### src/rtl/pipe_pkg.sv
// Shared encodings and payload layout for the inter-stage pipeline register.
// The payload packs {op_a, op_b, imm, rs, rt, rd, shamt} with shamt in the LSBs.
package pipe_pkg;

    localparam logic [1:0] ST_EMPTY = 2'd0;
    localparam logic [1:0] ST_FULL  = 2'd1;
    localparam logic [1:0] ST_SKID  = 2'd2;

    typedef enum logic [1:0] {
        S_EMPTY = ST_EMPTY,
        S_FULL  = ST_FULL,
        S_SKID  = ST_SKID
    } state_t;

    function automatic int unsigned pay_w(input int unsigned xlen,
                                          input int unsigned ridx_w,
                                          input int unsigned shamt_w);
        return 3 * xlen + 3 * ridx_w + shamt_w;
    endfunction

    function automatic int unsigned off_shamt();
        return 0;
    endfunction

    function automatic int unsigned off_rd(input int unsigned shamt_w);
        return shamt_w;
    endfunction

    function automatic int unsigned off_rt(input int unsigned ridx_w,
                                           input int unsigned shamt_w);
        return shamt_w + ridx_w;
    endfunction

    function automatic int unsigned off_rs(input int unsigned ridx_w,
                                           input int unsigned shamt_w);
        return shamt_w + 2 * ridx_w;
    endfunction

    function automatic int unsigned off_imm(input int unsigned ridx_w,
                                            input int unsigned shamt_w);
        return shamt_w + 3 * ridx_w;
    endfunction

    function automatic int unsigned off_op_b(input int unsigned xlen,
                                             input int unsigned ridx_w,
                                             input int unsigned shamt_w);
        return shamt_w + 3 * ridx_w + xlen;
    endfunction

    function automatic int unsigned off_op_a(input int unsigned xlen,
                                             input int unsigned ridx_w,
                                             input int unsigned shamt_w);
        return shamt_w + 3 * ridx_w + 2 * xlen;
    endfunction

endpackage

### src/rtl/pipe_payload_reg.sv
// Payload register with synchronous reset, clear-to-NOP and load; reset > clear > load.
module pipe_payload_reg #(
    parameter int unsigned PAY_W = 32
) (
    input  logic             clock,
    input  logic             reset,
    input  logic             i_load,
    input  logic             i_clear,
    input  logic [PAY_W-1:0] i_d,
    output logic [PAY_W-1:0] o_q
);

    logic [PAY_W-1:0] r_q;

    always_ff @(posedge clock) begin
        if (reset) begin
            r_q <= '0;
        end else if (i_clear) begin
            r_q <= '0;
        end else if (i_load) begin
            r_q <= i_d;
        end
    end

    assign o_q = r_q;

endmodule

### src/rtl/pipe_stage_skid.sv
// Inter-stage MIPS pipeline register with a 2-entry skid buffer, flush-to-bubble
// and a saturating backpressure stall counter. in_ready and out_valid are registered.
module pipe_stage_skid
    import pipe_pkg::*;
#(
    parameter int unsigned XLEN    = 32,
    parameter int unsigned RIDX_W  = 5,
    parameter int unsigned SHAMT_W = 5,
    parameter int unsigned CNT_W   = 16
) (
    input  logic               clock,
    input  logic               reset,
    input  logic               flush,
    input  logic               in_valid,
    output logic               in_ready,
    input  logic [XLEN-1:0]    in_op_a,
    input  logic [XLEN-1:0]    in_op_b,
    input  logic [XLEN-1:0]    in_imm,
    input  logic [RIDX_W-1:0]  in_rs,
    input  logic [RIDX_W-1:0]  in_rt,
    input  logic [RIDX_W-1:0]  in_rd,
    input  logic [SHAMT_W-1:0] in_shamt,
    output logic               out_valid,
    input  logic               out_ready,
    output logic [XLEN-1:0]    out_op_a,
    output logic [XLEN-1:0]    out_op_b,
    output logic [XLEN-1:0]    out_imm,
    output logic [RIDX_W-1:0]  out_rs,
    output logic [RIDX_W-1:0]  out_rt,
    output logic [RIDX_W-1:0]  out_rd,
    output logic [SHAMT_W-1:0] out_shamt,
    output logic [CNT_W-1:0]   stall_count
);

    localparam int unsigned PAY_W     = pay_w(XLEN, RIDX_W, SHAMT_W);
    localparam int unsigned OFF_SHAMT = off_shamt();
    localparam int unsigned OFF_RD    = off_rd(SHAMT_W);
    localparam int unsigned OFF_RT    = off_rt(RIDX_W, SHAMT_W);
    localparam int unsigned OFF_RS    = off_rs(RIDX_W, SHAMT_W);
    localparam int unsigned OFF_IMM   = off_imm(RIDX_W, SHAMT_W);
    localparam int unsigned OFF_OP_B  = off_op_b(XLEN, RIDX_W, SHAMT_W);
    localparam int unsigned OFF_OP_A  = off_op_a(XLEN, RIDX_W, SHAMT_W);
    localparam logic [CNT_W-1:0] CNT_MAX = '1;

    state_t            r_state;
    state_t            w_next_state;
    logic              r_in_ready;
    logic              r_out_valid;
    logic [CNT_W-1:0]  r_stall_count;

    logic              w_xfer_in;
    logic              w_xfer_out;
    logic              w_main_load;
    logic              w_main_clear;
    logic              w_main_from_skid;
    logic              w_skid_load;
    logic              w_skid_clear;
    logic [PAY_W-1:0]  w_in_pay;
    logic [PAY_W-1:0]  w_main_d;
    logic [PAY_W-1:0]  w_main_q;
    logic [PAY_W-1:0]  w_skid_q;

    assign w_in_pay   = {in_op_a, in_op_b, in_imm, in_rs, in_rt, in_rd, in_shamt};
    assign w_xfer_in  = in_valid & r_in_ready;
    assign w_xfer_out = r_out_valid & out_ready;
    assign w_main_d   = w_main_from_skid ? w_skid_q : w_in_pay;

    // Next-state and payload-register control; flush wins over any transfer.
    always_comb begin
        w_next_state     = r_state;
        w_main_load      = 1'b0;
        w_main_clear     = 1'b0;
        w_main_from_skid = 1'b0;
        w_skid_load      = 1'b0;
        w_skid_clear     = 1'b0;
        if (flush) begin
            w_next_state = S_EMPTY;
            w_main_clear = 1'b1;
            w_skid_clear = 1'b1;
        end else begin
            unique case (r_state)
                S_EMPTY: begin
                    if (w_xfer_in) begin
                        w_next_state = S_FULL;
                        w_main_load  = 1'b1;
                    end
                end
                S_FULL: begin
                    if (w_xfer_out && w_xfer_in) begin
                        w_main_load  = 1'b1;
                    end else if (w_xfer_out) begin
                        w_next_state = S_EMPTY;
                        w_main_clear = 1'b1;
                    end else if (w_xfer_in) begin
                        w_next_state = S_SKID;
                        w_skid_load  = 1'b1;
                    end
                end
                S_SKID: begin
                    if (w_xfer_out) begin
                        w_next_state     = S_FULL;
                        w_main_load      = 1'b1;
                        w_main_from_skid = 1'b1;
                        w_skid_clear     = 1'b1;
                    end
                end
                default: begin
                    w_next_state = S_EMPTY;
                    w_main_clear = 1'b1;
                    w_skid_clear = 1'b1;
                end
            endcase
        end
    end

    // State plus the handshake flags, registered from the next state.
    always_ff @(posedge clock) begin
        if (reset) begin
            r_state     <= S_EMPTY;
            r_in_ready  <= 1'b1;
            r_out_valid <= 1'b0;
        end else begin
            r_state     <= w_next_state;
            r_in_ready  <= (w_next_state != S_SKID);
            r_out_valid <= (w_next_state != S_EMPTY);
        end
    end

    // Counts backpressured cycles; only reset clears it.
    always_ff @(posedge clock) begin
        if (reset) begin
            r_stall_count <= '0;
        end else if (r_out_valid && !out_ready && (r_stall_count != CNT_MAX)) begin
            r_stall_count <= r_stall_count + CNT_W'(1);
        end
    end

    pipe_payload_reg #(
        .PAY_W (PAY_W)
    ) u_main (
        .clock   (clock),
        .reset   (reset),
        .i_load  (w_main_load),
        .i_clear (w_main_clear),
        .i_d     (w_main_d),
        .o_q     (w_main_q)
    );

    pipe_payload_reg #(
        .PAY_W (PAY_W)
    ) u_skid (
        .clock   (clock),
        .reset   (reset),
        .i_load  (w_skid_load),
        .i_clear (w_skid_clear),
        .i_d     (w_in_pay),
        .o_q     (w_skid_q)
    );

    assign in_ready    = r_in_ready;
    assign out_valid   = r_out_valid;
    assign stall_count = r_stall_count;
    assign out_op_a    = w_main_q[OFF_OP_A  +: XLEN];
    assign out_op_b    = w_main_q[OFF_OP_B  +: XLEN];
    assign out_imm     = w_main_q[OFF_IMM   +: XLEN];
    assign out_rs      = w_main_q[OFF_RS    +: RIDX_W];
    assign out_rt      = w_main_q[OFF_RT    +: RIDX_W];
    assign out_rd      = w_main_q[OFF_RD    +: RIDX_W];
    assign out_shamt   = w_main_q[OFF_SHAMT +: SHAMT_W];

endmodule
### config.mk
export PLATFORM = sky130hd
export DESIGN_NAME = pipe_stage_skid
export DESIGN_NICKNAME = d
export VERILOG_FILES = /design/src/rtl/pipe_pkg.sv /design/src/rtl/pipe_payload_reg.sv /design/src/rtl/pipe_stage_skid.sv
export SDC_FILE = /design/constraint.sdc
export NUM_CORES = 1
export LEC_CHECK = 0
export ABC_AREA = 1
export BUFFER_PORTS_ARGS = -buffer_cell sky130_fd_sc_hd__buf_2
export CORE_UTILIZATION = 58
export CTS_CLUSTER_DIAMETER = 50
export DETAILED_ROUTE_END_ITERATION = 6
export GPL_TIMING_DRIVEN = 0
export PLACE_DENSITY_LB_ADDON = 0.05
export SLEW_MARGIN = 0
export SYNTH_ARGS = -nofsm -noshare
export SYNTH_HDL_FRONTEND = slang
export SYNTH_SLANG_ARGS = --single-unit
### constraint.sdc
create_clock -name clock -period 3.5 [get_ports clock]
set_clock_uncertainty 0.1 [all_clocks]
set_input_delay 0.7 -clock clock [delete_from_list [all_inputs] [get_ports clock]]
set_output_delay 0.7 -clock clock [all_outputs]
set_load 0.1 [all_outputs]
Yosys cells after proc, flatten, opt, wreduce, memory -nomap -nowiden
Cells that the tools add are included.
- bits in registers: 252
- output and inout bits: 134
- logic and storage cells: 47
- add/subtract/negate cells: 1
- equal/unequal tests: 4
- bitwise gates (word level): 2
- reduce and logical (&&, ||, !) cells: 10
- mux-type cells: 24
- operators by type and width (cell ; number):
    $mux 116 ; 1
    $add 16x1->16 const B ; 1
    $ne 16x16->1 const B ; 1
    $mux 1 ; 13
    $mux 2 ; 6
    $reduce_or 2->1 ; 4
    $pmux 2 s3 ; 1
    $pmux 1 s2 ; 2
    $logic_and 1x1->1 ; 3
    $pmux 1 s3 ; 1
    $and 1x1->1 ; 2
    $eq 2x1->1 const B ; 1
    $eq 2x2->1 const B ; 1
    $logic_not 2->1 ; 1
    $ne 2x2->1 const B ; 1
    $reduce_bool 2->1 ; 1
    $logic_not 1->1 ; 1

Depth between registers and ports, before layout
Gate-level depths: netlist of run 1.
- word-level depth: 7
- mapped depth: 11
- depth with buffers taken out: 9

Modules after synthesis
Synthesis of run 1 repeated with hierarchy kept, for this count alone.
- cells, all modules: 1790
- area total of the unflattened synthesis: 12076.6 µm²
- by module, submodules not included (module ; seq. area each (µm²) ; area an instance (µm²) ; times used ; cells an instance):
    pipe_payload_reg ; 2322.2 ; 4710.8 ; 2 ; 735
    pipe_stage_skid ; 400.4 ; 2655.0 ; 1 ; 320

Worst setup path after synthesis of run 1
Ideal clock, no wire load.
- path kind: register to register
- from: register r_stall_count[0] (netlist: stall_count[0])
- to: register r_stall_count[0] (netlist: stall_count[0])
- clock period less this slack: 2.345 ns
- stages on the path, launching flop included: 10
- data arrival time: 2.128 ns
- buffers on the path: 1
- path slack: 1.155 ns
- data required time: 3.283 ns
- cell sequence: dfxtp_1 ha_1 nand2_1 nor2_1 nand2_1 nor2_1 nor2_1 buf_2 nor2_1 nor2_1
- longest elaborated chain between the ends: 2
- elaborated cells on any way between the ends: 3
- those cells by class: 1 x add/sub; 1 x eq/ne; 1 x reduce/logical
- ends and longest elaborated chain (element ; line ; source):
    from (decl) ; pipe_stage_skid.sv:49 ; logic [CNT_W-1:0] r_stall_count;
    from (signal assigned) ; pipe_stage_skid.sv:134 ; r_stall_count <= r_stall_count + CNT_W'(1);
    parallel branches: the longest is 2 deep, another holds $add 16x1->16 ; n/a ;
Several ways; the timed one is not identified.
A chain may end at the register's enable or synchronous reset.

Worst setup path after layout of run 1
- from: input flush
- to: register u_main.r_q[79] (netlist: u_main.o_q[79])
- longest elaborated chain between the ends: 2
- elaborated cells on any way between the ends: 5
- those cells by class: 4 x mux; 1 x reduce/logical
- ends and longest elaborated chain (element ; line ; source):
    from (decl) ; pipe_stage_skid.sv:13 ; input logic flush,
    $mux 1 ; pipe_stage_skid.sv:76 ; if (flush) begin
    $mux 116 or $reduce_or 2->1 (tied branches) ; n/a ;
    to (signal assigned) ; pipe_payload_reg.sv:21 ; r_q <= i_d;
    to (decl) ; pipe_payload_reg.sv:13 ; logic [PAY_W-1:0] r_q;
Parallel ways exist; a longest one is shown, timed or not.

==> results by group, run 1 <==
Power
  – P per Cell Area: 505.2 nW/um^2
  – VDD IR max: 0.4082 mV
  – Overall Power: 6.631 mW
  – LEAKAGE: 5.633 nW

STA
  – Final period util: 65.68%
  – Final setup TNS: 0 ns
  – Setup violators final: 0
  – Worst-margin pin slew: 0.8059 ns
  – Final Max Tran Viols: 0
  – Hold WS: 0.2603 ns
  – Final worst setup slack: 1.201 ns
  – Slew headroom: 45.91%
  – Crit path time final: 2.299 ns
  – Fmax: 435.0 MHz
  – Unrepaired setup endpoints after global routing: false
  – Final Hold Vio Count: 0

Placed design
  – Hpwl dp: 19.99 mm
  – Area post-placement: 12,160 um^2
  – Placed Cells: 2,020
  – Place WS: 0.7281 ns
  – Final RePlAce weighted congestion: 0.8744
  – Buffers added on ports: 254

Synth
  – Post-synth cell types: 24
  – Post-Syn Area: 10,600 um^2
  – Post-synthesis sequential area ratio: 47.60%
  – Post-synthesis instance total: 1,537
  – Warnings from Yosys: 0
  – Synthesized area per cell: 6.896 um^2
  – Syn Nets: 1,659
  – #FFs+latches synth: 252

Die
  – Starting density of the core: 59.00%
  – # rows: 49
  – Die area: 18,820 um^2
  – Core Area: 17,960 um^2
  – Die Ht: 137.2 um
  – Boundary Pins: 255
  – Die Wd: 137.2 um

Drt
  – Initial DRC count: 791
  – Drt drc: 0
  – Avg Vias per Cell: 5.194
  – Drt pass-1 iters: 7
  – Routed Antenna Nets: 0
  – WL per Instance: 13.87 um
  – Drt total wl: 28.80 mm
  – Vias: 10,790

Setup path
  – Crit Path Class: in2reg
  – CP endpoint kind: register
  – Critical Path Fanout Max: 10
  – Data arrival time of the worst path: 2.58 ns
  – WP data required: 3.79 ns
  – Startpoint Class: input pin

CTS
  – CTS buffer count: 29
  – PostCTS Resize Cnt: 0
  – Clk_lat worst skew: 0.53 ns
  – CTS root buf: clkbuf_16
  – CTS tree: done
  – H-tree depth: 1
  – CTS clk-pin slew, worst paths: 0.06 ns
  – Clock tree buffer depth: 3
  – Post-CTS setup buffer count: 0
  – Sink Count: 252
  – Hold_buf cts: 0

Final layout
  – Final Util: 73.07%
  – Final net count: 1,944
  – Cell Count, Final, Fillers Out: 2,077
  – Area Overhead vs Synth: 23.83%
  – Layout cells sized above 1: 19.82%
  – Design area: 13,130 um^2

Hold path
  – Min-delay worst type: in2reg

Run status
  – Status: finished, final reports clean

Global routing
  – Gr ovfl total: 0
  – Vias in the first global route: 9,522
  – First-pass GRT wire length: 45.24 mm
  – Total GRT Usage: 29.77%
  – Initial antenna violation count: 6
  – Largest net degree at the start of global routing: 14

Run
  – MaxCap Viol Count: 0
[layout by cell type (no fill, tap or decap)]
| cell type | netlist | layout |
|---|---|---|
| a211oi_1 | 28 | 28 |
| a21oi_1 | 217 | 217 |
| buf_1 | 8 | 8 |
| buf_2 | 48 | 302 |
| buf_4 | 1 | 1 |
| buf_6 | 5 | 5 |
| bufinv_16 | 0 | 3 |
| clkbuf_1 | 47 | 51 |
| clkbuf_16 | 0 | 29 |
| clkbuf_8 | 0 | 2 |
| clkinv_2 | 0 | 4 |
| clkinv_4 | 0 | 3 |
| clkinvlp_4 | 0 | 3 |
| dfxtp_1 | 252 | 252 |
| diode_2 | 0 | 6 |
| ha_1 | 1 | 1 |
| inv_1 | 46 | 46 |
| inv_2 | 4 | 4 |
| inv_6 | 0 | 3 |
| nand2_1 | 670 | 670 |
| nand2_2 | 2 | 2 |
| nand2_4 | 2 | 2 |
| nand3_1 | 101 | 101 |
| nand4_1 | 5 | 5 |
| nor2_1 | 58 | 58 |
| nor2_4 | 1 | 1 |
| nor3_1 | 2 | 2 |
| o21ai_0 | 31 | 31 |
| o21ai_1 | 1 | 1 |
| o21ai_2 | 1 | 1 |
| xnor2_1 | 2 | 2 |
| xor2_1 | 4 | 4 |
[area by class of cell]
class	count	area, um^2
well taps	229	286.5
inverters	50	187.7
diodes	6	15.01
plain buffers	109	510.5
clock buffers	35	768.2
multi-input cells	1126	4856
clock inverters	16	185.2
fillers	1555	4838
repair buffers	254	1271
flip-flops and latches	252	5045
[critical path, cell delays in order]
cell and delay [ns]:
buf_2 0.10, inv_1 0.07, buf_2 0.23, nand3_1 0.16, inv_1 0.07, nand2_1 0.41, buf_2 0.36, buf_1 0.38
a21oi_1 0.08
[cell usage after synthesis]
library cell / number / area share (%)
buf_4: 1 / 0.071
inv_2: 4 / 0.14
o21ai_0: 31 / 1.5
inv_1: 46 / 1.6
xor2_1: 4 / 0.33
nand3_1: 101 / 4.8
a21oi_1: 217 / 10
buf_2: 48 / 2.3
nand4_1: 5 / 0.30
nor2_1: 58 / 2.1
buf_1: 8 / 0.28
a211oi_1: 28 / 2.0
o21ai_2: 1 / 0.083
xnor2_1: 2 / 0.17
nor3_1: 2 / 0.094
buf_6: 5 / 0.53
clkbuf_1: 47 / 1.7
nand2_2: 2 / 0.12
o21ai_1: 1 / 0.047
dfxtp_1: 252 / 48
nand2_1: 670 / 24
ha_1: 1 / 0.12
nor2_4: 1 / 0.11
nand2_4: 2 / 0.21
[per-layer routing]
metal  wire, um  share of wire (%)  global-route usage [%]
met1      12080                 42                   38.54
met2      13640                 47                   49.92
met3       2320                8.1                   5.482
met4        746                2.6                   9.829
met5         13              0.045                       0
[path summary, 6_finish.rpt]
check,from,to,slack [ns],cells after the start
worst max-delay path,flush,u_main.o_q[79],1.20,9
worst min-delay path,reset,stall_count[12],0.26,2
worst max register to register,out_valid,u_main.o_q[79],1.24,10
worst min register to register,u_main.o_q[52],u_main.o_q[52],0.36,2
[state kept, by name, summed over array words and instances (netlist names)]
register / count
u_main.o_q: 116
u_skid.o_q: 116
stall_count: 16
r_state: 2
in_ready: 1
out_valid: 1
[cell families after synthesis]
kind of cell / synth area share [%]
AO/OA/AOI/OAI: 13.82
XOR/XNOR: 0.4958
adder cells (fa/ha/maj): 0.1180
buffers and inverters: 6.587
flip-flops: 47.60
AND/OR/NAND/NOR: 31.38
[power breakdown]
part           internal [mW]  leakage (nW)  switching (mW)
sequential              2.91          2.04          0.0212
clock                   1.79         0.461            1.22
combinational          0.166          3.14           0.525
total                   4.87          5.63            1.76
No activity file was read; power rests on OpenSTA's default activity.
==> run 2, diff against run 1 <==
--- a/config.mk
+++ b/config.mk
@@ -7,7 +7,7 @@
 export LEC_CHECK = 0
 export ABC_AREA = 1
 export BUFFER_PORTS_ARGS = -buffer_cell sky130_fd_sc_hd__buf_2
-export CORE_UTILIZATION = 58
+export CORE_UTILIZATION = 48
 export CTS_CLUSTER_DIAMETER = 50
 export DETAILED_ROUTE_END_ITERATION = 6
 export GPL_TIMING_DRIVEN = 0
==> constraint.sdc (replaced) <==
create_clock -name clock -period 1.9 [get_ports clock]
set_clock_uncertainty 0.1 [all_clocks]
set_input_delay 0.38 -clock clock [delete_from_list [all_inputs] [get_ports clock]]
set_output_delay 0.38 -clock clock [all_outputs]
set_load 0.1 [all_outputs]
==> results by group, run 2 (same netlist as run 1, synthesis figures left out) <==
Drt
  – Drt pass-1 iters: 5 (was 7)
  – Vias: 11,110 (was 10,790)
  – WL per Instance: 14.14 um (was 13.87 um)
  – Drt total wl: 31.35 mm (was 28.80 mm)
  – Avg Vias per Cell: 5.010 (was 5.194)
  – Drt drc: 0 (unchanged)
  – Routed Antenna Nets: 0 (unchanged)
  – Initial DRC count: 745 (was 791)

CTS
  – CTS root buf: clkbuf_16 (unchanged)
  – Clock tree buffer depth: 3 (unchanged)
  – H-tree depth: 1 (unchanged)
  – CTS tree: done (unchanged)
  – CTS buffer count: 31 (was 29)
  – CTS clk-pin slew, worst paths: 0.06 ns (about the same)
  – Clk_lat worst skew: 0.54 ns (was 0.53 ns)
  – Sink Count: 252 (unchanged)

Final layout
  – Layout cells sized above 1: 22.00% (was 19.82%)
  – Commonest non-fill, non-tap cell in the layout: nand2_1 (unchanged)
  – Final Util: 67.67% (was 73.07%)
  – Most frequent cells in the layout: nand2_1, buf_2, dfxtp_1, a21oi_1, nand3_1 (unchanged)
  – Cell Count, Final, Fillers Out: 2,218 (was 2,077)
  – Final net count: 2,039 (was 1,944)
  – Design area: 14,450 um^2 (was 13,130 um^2)
  – Area Overhead vs Synth: 36.32% (was 23.83%)

STA
  – Worst-margin pin slew: 0.5589 ns (was 0.8059 ns)
  – Crit path time final: 1.863 ns
  – Unrepaired setup endpoints after global routing: true (was false)
  – Final setup TNS: 0 ns (unchanged)
  – Final Max Tran Viols: 0 (unchanged)
  – Slew headroom: 62.74% (was 45.91%)
  – Final period util: 98.06%
  – Fmax: 536.7 MHz
  – Setup violators final: 0 (unchanged)
  – Final Hold Vio Count: 0 (unchanged)

Setup path
  – Reg2reg setup slack: 0.10 ns (was 1.24 ns)
  – Crit-path max cell delay: 0.45 ns (was 0.41 ns)
  – Crit-path slowest cell: buf_2 (was nand2_1)
  – Data arrival time of the worst path: 1.38 ns (was 2.58 ns)
  – WP data required: 1.42 ns (was 3.79 ns)
  – Critical Path Fanout Max: 7 (was 10)
  – CP endpoint kind: primary output (was register)
  – Worst path top cell family by delay: buffers and inverters (unchanged)
  – Cell chain of the critical path: buf_2 (was buf_2, inv_1, buf_2, nand3_1, inv_1, nand2_1, buf_2, buf_1, a21oi_1)
  – Worst Path Buf+Inv: 1 (was 6)
  – Crit Path Class: reg2out (was in2reg)
  – Startpoint Class: register (was input pin)

Die
  – Boundary Pins: 255 (unchanged)
  – Core Area: 21,350 um^2 (was 17,960 um^2)
  – Starting density of the core: 49.64% (was 59.00%)
  – Die Wd: 150.6 um (was 137.2 um)
  – Die area: 22,680 um^2 (was 18,820 um^2)
  – Die Ht: 150.6 um (was 137.2 um)
  – # rows: 53 (was 49)

Run
  – MaxCap Viol Count: 0 (unchanged)

Placed design
  – Buffers added on ports: 254 (unchanged)
  – Placed Cells: 2,066 (was 2,020)
  – Final RePlAce weighted congestion: 0.8433 (was 0.8744)
  – Area post-placement: 12,250 um^2 (was 12,160 um^2)
  – Hpwl dp: 20.99 mm (was 19.99 mm)

Global routing
  – Vias in the first global route: 10,290 (was 9,522)
  – Initial antenna violation count: 2 (was 6)
  – Total GRT Usage: 26.92% (was 29.77%)
  – Gr ovfl total: 0 (unchanged)
  – Largest net degree at the start of global routing: 16 (was 14)
  – First-pass GRT wire length: 49.44 mm (was 45.24 mm)

Power
  – LEAKAGE: 6.173 nW (was 5.633 nW)
  – P per Cell Area: 888.8 nW/um^2 (was 505.2 nW/um^2)
  – VDD IR max: 0.6690 mV (was 0.4082 mV)
  – Overall Power: 12.84 mW (was 6.631 mW)

Hold path
  – Min-delay worst type: in2reg (unchanged)

Run status
  – Status: finished, final reports clean (unchanged)
## run 2: cell count changes in the layout (fill, tap and decap cells not counted), moves of 6 or more
cell / delta
a211oi_1: -6
dfxtp_1: -19
clkbuf_4: +8
dfxtp_2: +15
a211oi_2: +6
buf_4: +9
dlygate4sd3_1: +90
clkbuf_2: +14
clkbuf_1: -15
buf_2: -17
## run 2: power by group
part / leakage [nW] / internal, mW / switching, mW
Combinational: 3.61 / 0.449 / 1.02
Sequential: 2.05 / 5.36 / 0.0399
Clock: 0.513 / 3.65 / 2.33
Total: 6.17 / 9.45 / 3.39
## run 2: metrics by stage
stage | hold WS [ns] | setup slack, ns
3_3_place_gp | 0.3459 | -0.5682
6_report | 0.02314 | 0.03679
5_1_grt | 0.02669 | -0.01311
3_5_place_dp | 0.3481 | -0.5907
2_1_floorplan | 0.3345 | 0.1015
4_1_cts | 0.0006397 | -0.002199
## run 2: area by class of cell
cell class	count	area, um^2
flip-flops and latches	252	5079
multi-input cells	1127	4964
clock inverters	18	197.7
plain buffers	109	594.3
fillers	1939	6904
inverters	50	205.2
repair buffers	346	2195
clock buffers	39	865.8
diodes	2	5.005
well taps	275	344.1
## run 2: worst reg2reg max path: stages (launching register included)
cell	delay (ns)
dfxtp_1	0.33
inv_2	0.09
nand2_2	0.09
nor2_4	0.17
nand2_4	0.12
nand2_4	0.10
nand2_8	0.12
clkinv_8	0.11
buf_12	0.15
buf_6	0.13
nand2_1	0.07
a21oi_2	0.14
## run 2: worst paths after layout
check                    end             from  depth (start not counted)
max reg2reg   u_main.o_q[72]       r_state[0]                         11
max          stall_count[12]  stall_count[12]                          1
min          u_skid.o_q[109]      in_op_a[25]                          3
min reg2reg    u_main.o_q[2]    u_main.o_q[2]                          2
## run 2: metal layers
metal / up-vias / global-route usage [%] / routed length (um)
met5: - / 0 / 0
met4: 0 / 6.750 / 618
met3: 58 / 4.788 / 1841
met2: 334 / 46.45 / 15180
met1: 5016 / 34.62 / 13710
li1: 5705 / - / -
## run 2: what timing repair did
action	in CTS	in global routing
endpoints found under the setup margin	242	218
resized for setup	18	69
endpoints found under the hold margin	90	0
pin swaps	1	2
setup buffers	1	1
gates cloned	0	1
hold buffers	90	0
